$ cat src/rtl/wb_uart_lite.sv
// Wishbone classic 8N1 UART slave: TX/RX FIFOs, sticky overrun/framing flags and a level interrupt.
// The FIFO helper sits in this file so the block stays self-contained.

module wb_uart_lite_fifo #(
    parameter int DEPTH = 8,
    parameter int WIDTH = 8
) (
    input  logic             i_clk,
    input  logic             i_rst,
    input  logic             i_push,
    input  logic [WIDTH-1:0] i_push_data,
    input  logic             i_pop,
    output logic [WIDTH-1:0] o_pop_data,
    output logic             o_empty,
    output logic             o_full
);
    localparam int AW = $clog2(DEPTH);
    localparam int CW = $clog2(DEPTH + 1);
    localparam logic [CW-1:0] FULL_COUNT = CW'(DEPTH);

    logic [WIDTH-1:0] r_mem [DEPTH];
    logic [AW-1:0]    r_wr_ptr;
    logic [AW-1:0]    r_rd_ptr;
    logic [CW-1:0]    r_count;
    logic             w_pop_ok;
    logic             w_push_ok;

    // A pop frees the slot a same-cycle push needs, so a full FIFO still accepts then.
    assign w_pop_ok  = i_pop & (r_count != '0);
    assign w_push_ok = i_push & ((r_count != FULL_COUNT) | w_pop_ok);

    // NOTE: storage has no reset; the pointers and count alone define which entries are valid.
    always_ff @(posedge i_clk) begin
        if (w_push_ok) r_mem[r_wr_ptr] <= i_push_data;
    end

    // NOTE: sequential state uses non-blocking assignments so every flop sees pre-edge values.
    always_ff @(posedge i_clk) begin
        if (i_rst) begin
            r_wr_ptr <= '0;
            r_rd_ptr <= '0;
            r_count  <= '0;
        end else begin
            if (w_push_ok) r_wr_ptr <= r_wr_ptr + AW'(1);
            if (w_pop_ok)  r_rd_ptr <= r_rd_ptr + AW'(1);
            case ({w_push_ok, w_pop_ok})
                2'b10:   r_count <= r_count + CW'(1);
                2'b01:   r_count <= r_count - CW'(1);
                default: ;
            endcase
        end
    end

    assign o_pop_data = r_mem[r_rd_ptr];
    assign o_empty    = (r_count == '0);
    assign o_full     = (r_count == FULL_COUNT);
endmodule

module wb_uart_lite #(
    parameter int CLK_DIV    = 434,
    parameter int FIFO_DEPTH = 8
) (
    input  logic        wb_clk_i,
    input  logic        wb_rst_i,
    input  logic        wb_cyc_i,
    input  logic        wb_stb_i,
    input  logic        wb_we_i,
    input  logic [31:0] wb_adr_i,
    input  logic [3:0]  wb_sel_i,
    input  logic [31:0] wb_dat_i,
    output logic [31:0] wb_dat_o,
    output logic        wb_ack_o,
    input  logic        uart_rxd,
    output logic        uart_txd,
    output logic        uart_int
);
    localparam logic [15:0] DIV_LAST  = 16'(CLK_DIV - 1);
    localparam logic [15:0] HALF_LAST = 16'(CLK_DIV / 2 - 1);
    localparam logic [1:0]  ADR_TX = 2'd0, ADR_RX = 2'd1, ADR_ST = 2'd2, ADR_CTRL = 2'd3;

    typedef enum logic [1:0] {S_IDLE, S_START, S_DATA, S_STOP} uart_state_t;

    // Bus side
    logic        r_ack, r_we_q, r_sel0_q, r_rx_hit_q;
    logic [1:0]  r_adr_q;
    logic [7:0]  r_wbyte_q;
    logic [31:0] r_dat_o;
    logic [1:0]  r_ctrl;
    logic        r_ovr, r_frm, r_int;
    logic        w_req, w_wr_tx, w_rd_rx, w_wr_st, w_wr_ctrl;
    logic [31:0] w_rd_data;
    logic        w_unused;

    // TX side
    uart_state_t r_tx_state, w_tx_state_next;
    logic [15:0] r_tx_cnt, w_tx_cnt_next;
    logic [2:0]  r_tx_bit, w_tx_bit_next;
    logic [7:0]  r_tx_shift, w_tx_shift_next;
    logic        w_tx_tick, w_tx_pop, w_tx_empty, w_tx_full;
    logic [7:0]  w_tx_rdata;

    // RX side
    logic        r_rxd_s1, r_rxd_s2, r_rxd_s3;
    uart_state_t r_rx_state, w_rx_state_next;
    logic [15:0] r_rx_cnt, w_rx_cnt_next;
    logic [2:0]  r_rx_bit, w_rx_bit_next;
    logic [7:0]  r_rx_shift, w_rx_shift_next;
    logic        w_rx_tick, w_rx_store, w_rx_stop_bad, w_rx_empty, w_rx_full;
    logic [7:0]  w_rx_rdata;

    assign w_unused = ^{wb_adr_i[31:4], wb_adr_i[1:0], wb_sel_i[3:1], wb_dat_i[31:8]};

    // Side effects fire in the ack cycle from the request captured one edge earlier.
    assign w_req     = wb_cyc_i & wb_stb_i & ~r_ack;
    assign w_wr_tx   = r_ack & r_we_q & r_sel0_q & (r_adr_q == ADR_TX);
    assign w_rd_rx   = r_ack & ~r_we_q & r_rx_hit_q & (r_adr_q == ADR_RX);
    assign w_wr_st   = r_ack & r_we_q & r_sel0_q & (r_adr_q == ADR_ST);
    assign w_wr_ctrl = r_ack & r_we_q & r_sel0_q & (r_adr_q == ADR_CTRL);

    always_comb begin
        w_rd_data = '0;
        case (wb_adr_i[3:2])
            ADR_RX:   w_rd_data = w_rx_empty ? 32'd0 : {24'd0, w_rx_rdata};
            ADR_ST:   w_rd_data = {27'd0, r_ovr, r_frm, ~w_rx_empty, w_tx_full, w_tx_empty};
            ADR_CTRL: w_rd_data = {30'd0, r_ctrl};
            default:  w_rd_data = '0;
        endcase
    end

    wb_uart_lite_fifo #(.DEPTH(FIFO_DEPTH), .WIDTH(8)) u_tx_fifo (
        .i_clk(wb_clk_i), .i_rst(wb_rst_i),
        .i_push(w_wr_tx), .i_push_data(r_wbyte_q),
        .i_pop(w_tx_pop), .o_pop_data(w_tx_rdata),
        .o_empty(w_tx_empty), .o_full(w_tx_full)
    );

    wb_uart_lite_fifo #(.DEPTH(FIFO_DEPTH), .WIDTH(8)) u_rx_fifo (
        .i_clk(wb_clk_i), .i_rst(wb_rst_i),
        .i_push(w_rx_store), .i_push_data(r_rx_shift),
        .i_pop(w_rd_rx), .o_pop_data(w_rx_rdata),
        .o_empty(w_rx_empty), .o_full(w_rx_full)
    );

    assign w_tx_tick = (r_tx_cnt == DIV_LAST);

    // NOTE: every signal driven here gets a default first, so no latch can be inferred.
    always_comb begin
        w_tx_state_next = r_tx_state;
        w_tx_cnt_next   = r_tx_cnt + 16'd1;
        w_tx_bit_next   = r_tx_bit;
        w_tx_shift_next = r_tx_shift;
        w_tx_pop        = 1'b0;
        case (r_tx_state)
            S_IDLE: begin
                w_tx_cnt_next = '0;
                if (!w_tx_empty) begin
                    w_tx_pop        = 1'b1;
                    w_tx_shift_next = w_tx_rdata;
                    w_tx_state_next = S_START;
                end
            end
            S_START: if (w_tx_tick) begin
                w_tx_cnt_next   = '0;
                w_tx_bit_next   = '0;
                w_tx_state_next = S_DATA;
            end
            S_DATA: if (w_tx_tick) begin
                w_tx_cnt_next   = '0;
                w_tx_shift_next = {1'b0, r_tx_shift[7:1]};
                w_tx_bit_next   = r_tx_bit + 3'd1;
                if (r_tx_bit == 3'd7) w_tx_state_next = S_STOP;
            end
            S_STOP: if (w_tx_tick) begin
                w_tx_cnt_next = '0;
                if (!w_tx_empty) begin
                    w_tx_pop        = 1'b1;
                    w_tx_shift_next = w_tx_rdata;
                    w_tx_state_next = S_START;
                end else begin
                    w_tx_state_next = S_IDLE;
                end
            end
            default: w_tx_state_next = S_IDLE;
        endcase
    end

    assign w_rx_tick = (r_rx_cnt == DIV_LAST);

    always_comb begin
        w_rx_state_next = r_rx_state;
        w_rx_cnt_next   = r_rx_cnt + 16'd1;
        w_rx_bit_next   = r_rx_bit;
        w_rx_shift_next = r_rx_shift;
        w_rx_store      = 1'b0;
        w_rx_stop_bad   = 1'b0;
        case (r_rx_state)
            S_IDLE: begin
                w_rx_cnt_next = '0;
                if (r_rxd_s3 && !r_rxd_s2) w_rx_state_next = S_START;
            end
            // Half a bit after the falling edge the line must still be low, else it was a glitch.
            S_START: if (r_rx_cnt == HALF_LAST) begin
                w_rx_cnt_next   = '0;
                w_rx_bit_next   = '0;
                w_rx_state_next = r_rxd_s2 ? S_IDLE : S_DATA;
            end
            S_DATA: if (w_rx_tick) begin
                w_rx_cnt_next   = '0;
                w_rx_shift_next = {r_rxd_s2, r_rx_shift[7:1]};
                w_rx_bit_next   = r_rx_bit + 3'd1;
                if (r_rx_bit == 3'd7) w_rx_state_next = S_STOP;
            end
            S_STOP: if (w_rx_tick) begin
                w_rx_store      = 1'b1;
                w_rx_stop_bad   = ~r_rxd_s2;
                w_rx_state_next = S_IDLE;
            end
            default: w_rx_state_next = S_IDLE;
        endcase
    end

    always_ff @(posedge wb_clk_i) begin
        if (wb_rst_i) begin
            r_ack      <= 1'b0;
            r_dat_o    <= '0;
            r_we_q     <= 1'b0;
            r_sel0_q   <= 1'b0;
            r_rx_hit_q <= 1'b0;
            r_adr_q    <= '0;
            r_wbyte_q  <= '0;
            r_ctrl     <= '0;
            r_ovr      <= 1'b0;
            r_frm      <= 1'b0;
            r_int      <= 1'b0;
            r_tx_state <= S_IDLE;
            r_tx_cnt   <= '0;
            r_tx_bit   <= '0;
            r_tx_shift <= '0;
            r_rxd_s1   <= 1'b1;
            r_rxd_s2   <= 1'b1;
            r_rxd_s3   <= 1'b1;
            r_rx_state <= S_IDLE;
            r_rx_cnt   <= '0;
            r_rx_bit   <= '0;
            r_rx_shift <= '0;
        end else begin
            r_ack   <= w_req;
            r_dat_o <= (w_req && !wb_we_i) ? w_rd_data : 32'd0;
            if (w_req) begin
                r_we_q     <= wb_we_i;
                r_sel0_q   <= wb_sel_i[0];
                r_adr_q    <= wb_adr_i[3:2];
                r_wbyte_q  <= wb_dat_i[7:0];
                r_rx_hit_q <= ~w_rx_empty;
            end
            if (w_wr_ctrl) r_ctrl <= r_wbyte_q[1:0];
            if (w_rx_store && w_rx_full && !w_rd_rx) r_ovr <= 1'b1;
            else if (w_wr_st && r_wbyte_q[4])        r_ovr <= 1'b0;
            if (w_rx_store && w_rx_stop_bad)         r_frm <= 1'b1;
            else if (w_wr_st && r_wbyte_q[3])        r_frm <= 1'b0;
            r_int <= (r_ctrl[0] & ~w_rx_empty) |
                     (r_ctrl[1] & w_tx_empty & (r_tx_state == S_IDLE));
            r_tx_state <= w_tx_state_next;
            r_tx_cnt   <= w_tx_cnt_next;
            r_tx_bit   <= w_tx_bit_next;
            r_tx_shift <= w_tx_shift_next;
            r_rxd_s1   <= uart_rxd;
            r_rxd_s2   <= r_rxd_s1;
            r_rxd_s3   <= r_rxd_s2;
            r_rx_state <= w_rx_state_next;
            r_rx_cnt   <= w_rx_cnt_next;
            r_rx_bit   <= w_rx_bit_next;
            r_rx_shift <= w_rx_shift_next;
        end
    end

    assign wb_ack_o = r_ack;
    assign wb_dat_o = r_dat_o;
    assign uart_int = r_int;
    assign uart_txd = (r_tx_state == S_START) ? 1'b0 :
                      (r_tx_state == S_DATA)  ? r_tx_shift[0] : 1'b1;
endmodule

$ cat config.mk
export PLATFORM = sky130hd
export DESIGN_NAME = wb_uart_lite
export DESIGN_NICKNAME = d
export VERILOG_FILES = /design/src/rtl/wb_uart_lite.sv
export SDC_FILE = /design/constraint.sdc
export NUM_CORES = 1
export LEC_CHECK = 0
export CAP_MARGIN = 0
export CORE_ASPECT_RATIO = 1.2
export CORE_MARGIN = 3
export CORE_UTILIZATION = 25
export DETAILED_ROUTE_END_ITERATION = 10
export HOLD_SLACK_MARGIN = 0.1
export PLACE_DENSITY = 0.43
export RECOVER_POWER = 100
export SETUP_SLACK_MARGIN = 0.02
export SLEW_MARGIN = 20
export SYNTH_ARGS = -nofsm -noshare
export SYNTH_HDL_FRONTEND = slang
export SYNTH_SLANG_ARGS = --single-unit
$ cat constraint.sdc
create_clock -name wb_clk_i -period 7.6 [get_ports wb_clk_i]
set_input_delay 0.76 -clock wb_clk_i [delete_from_list [all_inputs] [get_ports wb_clk_i]]
set_output_delay 0.76 -clock wb_clk_i [all_outputs]
set_load 0.005 [all_outputs]
==> flow_summary.json <==
{
  "ant_nets": 0,
  "antenna_found_initial": 0,
  "nets": 941,
  "grt_usage_pct": 10.3,
  "async_reset_ff_share_pct": 0,
  "timing.rr.start": "r_rx_cnt[12]$_SDFF_PP0_",
  "cts_resized": 0,
  "post_cts_buffers": 0,
  "vias": 5957,
  "cts_root_buf": "clkbuf_16",
  "syn_area_um2": 10100,
  "syn_inst": 810,
  "p_switching_uw": 812,
  "grt_remaining_overflow": 0,
  "r2r_slack_ns": 3.32,
  "core-area_um2": 39300,
  "place_congestion": 0.709,
  "max_stage_delay_ns": 1.27,
  "grt_max_degree": 42,
  "yosysMostFrequentCell": "edfxtp_1",
  "yosys.area.top_type": "edfxtp_1",
  "area_growth_pct": 16.7,
  "crit_chain": "or4_1 -> nor4_1 -> nand4_4 -> nand2b_1 -> nor3_1",
  "setup_tns_ns": 0,
  "drive_gt1_share_pct": 10.5,
  "wire_per_inst_um": 15.6,
  "maxCapViolCount": 8,
  "hpwl_um": 13900,
  "power_frac_seq_pct": 44.5,
  "total_power_uw": 3250,
  "combinationalPowerShare_pct": 13.2,
  "intPower_uw": 2440,
  "r2r_cells": 5,
  "worst_slew_pin_slew_ns": 2.00,
  "synth_top_area_share_pct": 38.1,
  "critPathBufInv": 0,
  "io_pins": 109,
  "wl_met1_um": 9550,
  "hold_depth": 1,
  "die-area_um2": 42800,
  "dp_cells": 1337,
  "final_cells": 1389,
  "crit_path_end_kind": "flop",
  "start_util_pct": 25.6,
  "die_h_um": 226,
  "arrival_ns": 4.42,
  "cp_slowest_cell": "nor3_1",
  "synth_common_cells": "edfxtp_1 (128), dfxtp_1 (114), nor2_1 (95)",
  "swShare_pct": 25.0,
  "ir_worst_vdd_v": 0.000183,
  "cts_tree": "done",
  "status": "finished with violations",
  "cts_made_buffers": 28,
  "yosysWarnings": 0,
  "violations": "capacitance limit, slew limit",
  "holdPathEnd": "r_rxd_s2$_SDFF_PP1_",
  "critPathRequiredTime_ns": 7.73,
  "wl_um": 21700,
  "first_iter_violations": 378,
  "crit_family": "simple AND/OR/NAND/NOR gates",
  "grt_pass1_wl_um": 34600,
  "synth_top_family_by_area": "simple AND/OR/NAND/NOR gates",
  "clk_pin_slew_ns": 0.06,
  "grt_setup_unrepaired": "no",
  "ys.flop_type": "edfxtp_1",
  "wl_met2_um": 11100,
  "hp-start": "r_rxd_s1$_SDFF_PP1_",
  "synth_area_leaders": "edfxtp_1 (38%), dfxtp_1 (23%), mux4_2 (7.1%), nor2_1 (3.5%), ha_1 (3.0%)",
  "place.port_buffers": 27,
  "cts_max_level": 1,
  "synth_compound_area_share_pct": 5.77,
  "clockBufferDepth": 3,
  "ys_types": 59,
  "synth_seq_area_share_pct": 60.8,
  "power.leakage_uw": 0.00389,
  "fin_crit_sh_pct": 56.3,
  "clk_latency_ns": 0.57,
  "synthMuxAreaShare_pct": 9.81,
  "die_width_um": 189,
  "fmax_mhz": 234,
  "synth_fa_ha_area_share_pct": 3.38,
  "synth-seq-cells": 242,
  "first_pass_iters": 4,
  "met3_length_um": 559,
  "finClkSkew_ns": 0.0423,
  "top_layer_used": "met4",
  "powerDensity_nw_per_um2": 276,
  "critPathKind": "reg -> reg",
  "viasPerCell": 4.29,
  "drc": 0,
  "hold_class": "reg -> reg",
  "hold_viol": 0,
  "clkSinkCount": 242,
  "setup_viol": 0,
  "synth.avg_cell_area_um2": 12.4,
  "slew_violations": 131,
  "synth_edf_count": 128,
  "cp_max_fo": 8,
  "reg2reg_to": "u_rx_fifo.r_mem[0][1]$_DFFE_PP_",
  "grt_pass1_vias": 6036,
  "placementRows": 79,
  "fin_crit_ns": 4.28,
  "diodes": 0,
  "pwr-share-clk_pct": 42.3,
  "synth-simple-area-share_pct": 13.4,
  "start_kind": "flop",
  "yosys.area_share.xor_xnor_pct": 3.13,
  "cts_hold_buf": 0,
  "relSlewSlack_pct": -33.6
}
-- sequential cells by signal, summed over array words and instances (netlist names), 3 cells and up, named ones only --
signal,count
wb_dat_o,8
r_tx_cnt,16
r_wbyte_q,8
u_rx_fifo.r_rd_ptr,3
u_tx_fifo.r_count,4
r_rx_cnt,16
u_rx_fifo.r_wr_ptr,3
u_tx_fifo.r_rd_ptr,3
r_rx_bit,3
u_rx_fifo.r_mem,64
r_rx_shift,8
r_tx_shift,8
u_tx_fifo.r_mem,64
u_rx_fifo.r_count,4
u_tx_fifo.r_wr_ptr,3
r_tx_bit,3
-- metal layers --
layer  up-vias  GRT usage (%)
met3        33           1.40
met1      2908           12.9
met2        68           18.3
met4         0           3.58
li1       2948              -
met5         -              0
-- layout by cell type (no fill, tap or decap), types with 9 or more instances in the layout --
master and n:
dfxtp_1 114, inv_1 19, mux4_2 32, and3_1 9, nand2b_1 10, dlygate4sd3_1 11, xor2_1 18, nand3_1 25
xnor2_1 18, o21ai_0 16, nor3_1 17, clkbuf_1 16, edfxtp_1 128, a21oi_1 42, nand2_1 73, conb_1 24
clkbuf_16 29, ha_1 24, mux2i_1 20, clkdlybuf4s50_1 15, nor2_1 94
-- logic make-up after synthesis --
kind of cell,count (synthesis)
compound gates,93
xor+xnor,36
fa+ha+maj,26
buf+inv,74
flops,242
mux,58
other cells,1
simple gates,280
-- how the worst max path moves through the flow --
stage | start | end | slack [ns] | cells past startpoint
3_3_place_gp | r_tx_state[0]$_SDFFE_PP0P_ | u_tx_fifo.r_count[3]$_SDFFE_PP0P_ | 4.37 | 13
2_1_floorplan | r_rx_cnt[12]$_SDFF_PP0_ | u_rx_fifo.r_count[3]$_SDFFE_PP0P_ | 4.67 | 10
3_5_place_dp | r_rx_cnt[12]$_SDFF_PP0_ | u_rx_fifo.r_mem[3][5]$_DFFE_PP_ | 4.37 | 5
4_1_cts | r_tx_state[0]$_SDFFE_PP0P_ | u_tx_fifo.r_count[3]$_SDFFE_PP0P_ | 4.34 | 13
6_report | r_rx_cnt[12]$_SDFF_PP0_ | u_rx_fifo.r_mem[0][1]$_DFFE_PP_ | 3.32 | 5
5_1_grt | r_rx_cnt[12]$_SDFF_PP0_ | u_rx_fifo.r_mem[0][1]$_DFFE_PP_ | 2.97 | 5
-- stage by stage --
stage	hold WS, ns	instance area [um^2]	setup slack, ns	util [%]
after global placement	0.441	10900	4.37	27.6
final	0.442	11800	3.32	29.9
after detailed placement	0.451	10900	4.37	27.6
after CTS	0.467	11800	4.34	30.1
after floorplan	0.389	10200	4.67	-
after global routing	0.486	11800	2.97	29.9
-- worst reg2reg max path, stage by stage (launching register included) --
cell,delay (ns)
dfxtp_1,0.33
or4_1,0.55
nor4_1,1.12
nand4_4,0.31
nand2b_1,0.30
nor3_1,1.27
-- power groups by stage --
stage	registers [uW]	clock network, uW	logic [uW]
finish	1450	1380	429
detailed placement	1480	0	440
global route	1450	1470	497
CTS	1450	1420	442
global placement	1470	0	440
floorplan	1460	0	340
-- final cells by class --
| class | count | area [um^2] |
|---|---|---|
| fill | 4091 | 27600 |
| sequential | 242 | 6130 |
| multi-input combinational | 517 | 3650 |
| clock buffer | 46 | 830 |
| tap | 526 | 658 |
| timing repair buffer | 33 | 302 |
| clock inverter | 6 | 129 |
| inverter | 19 | 71.3 |
(Power assumes the default switching activity.)
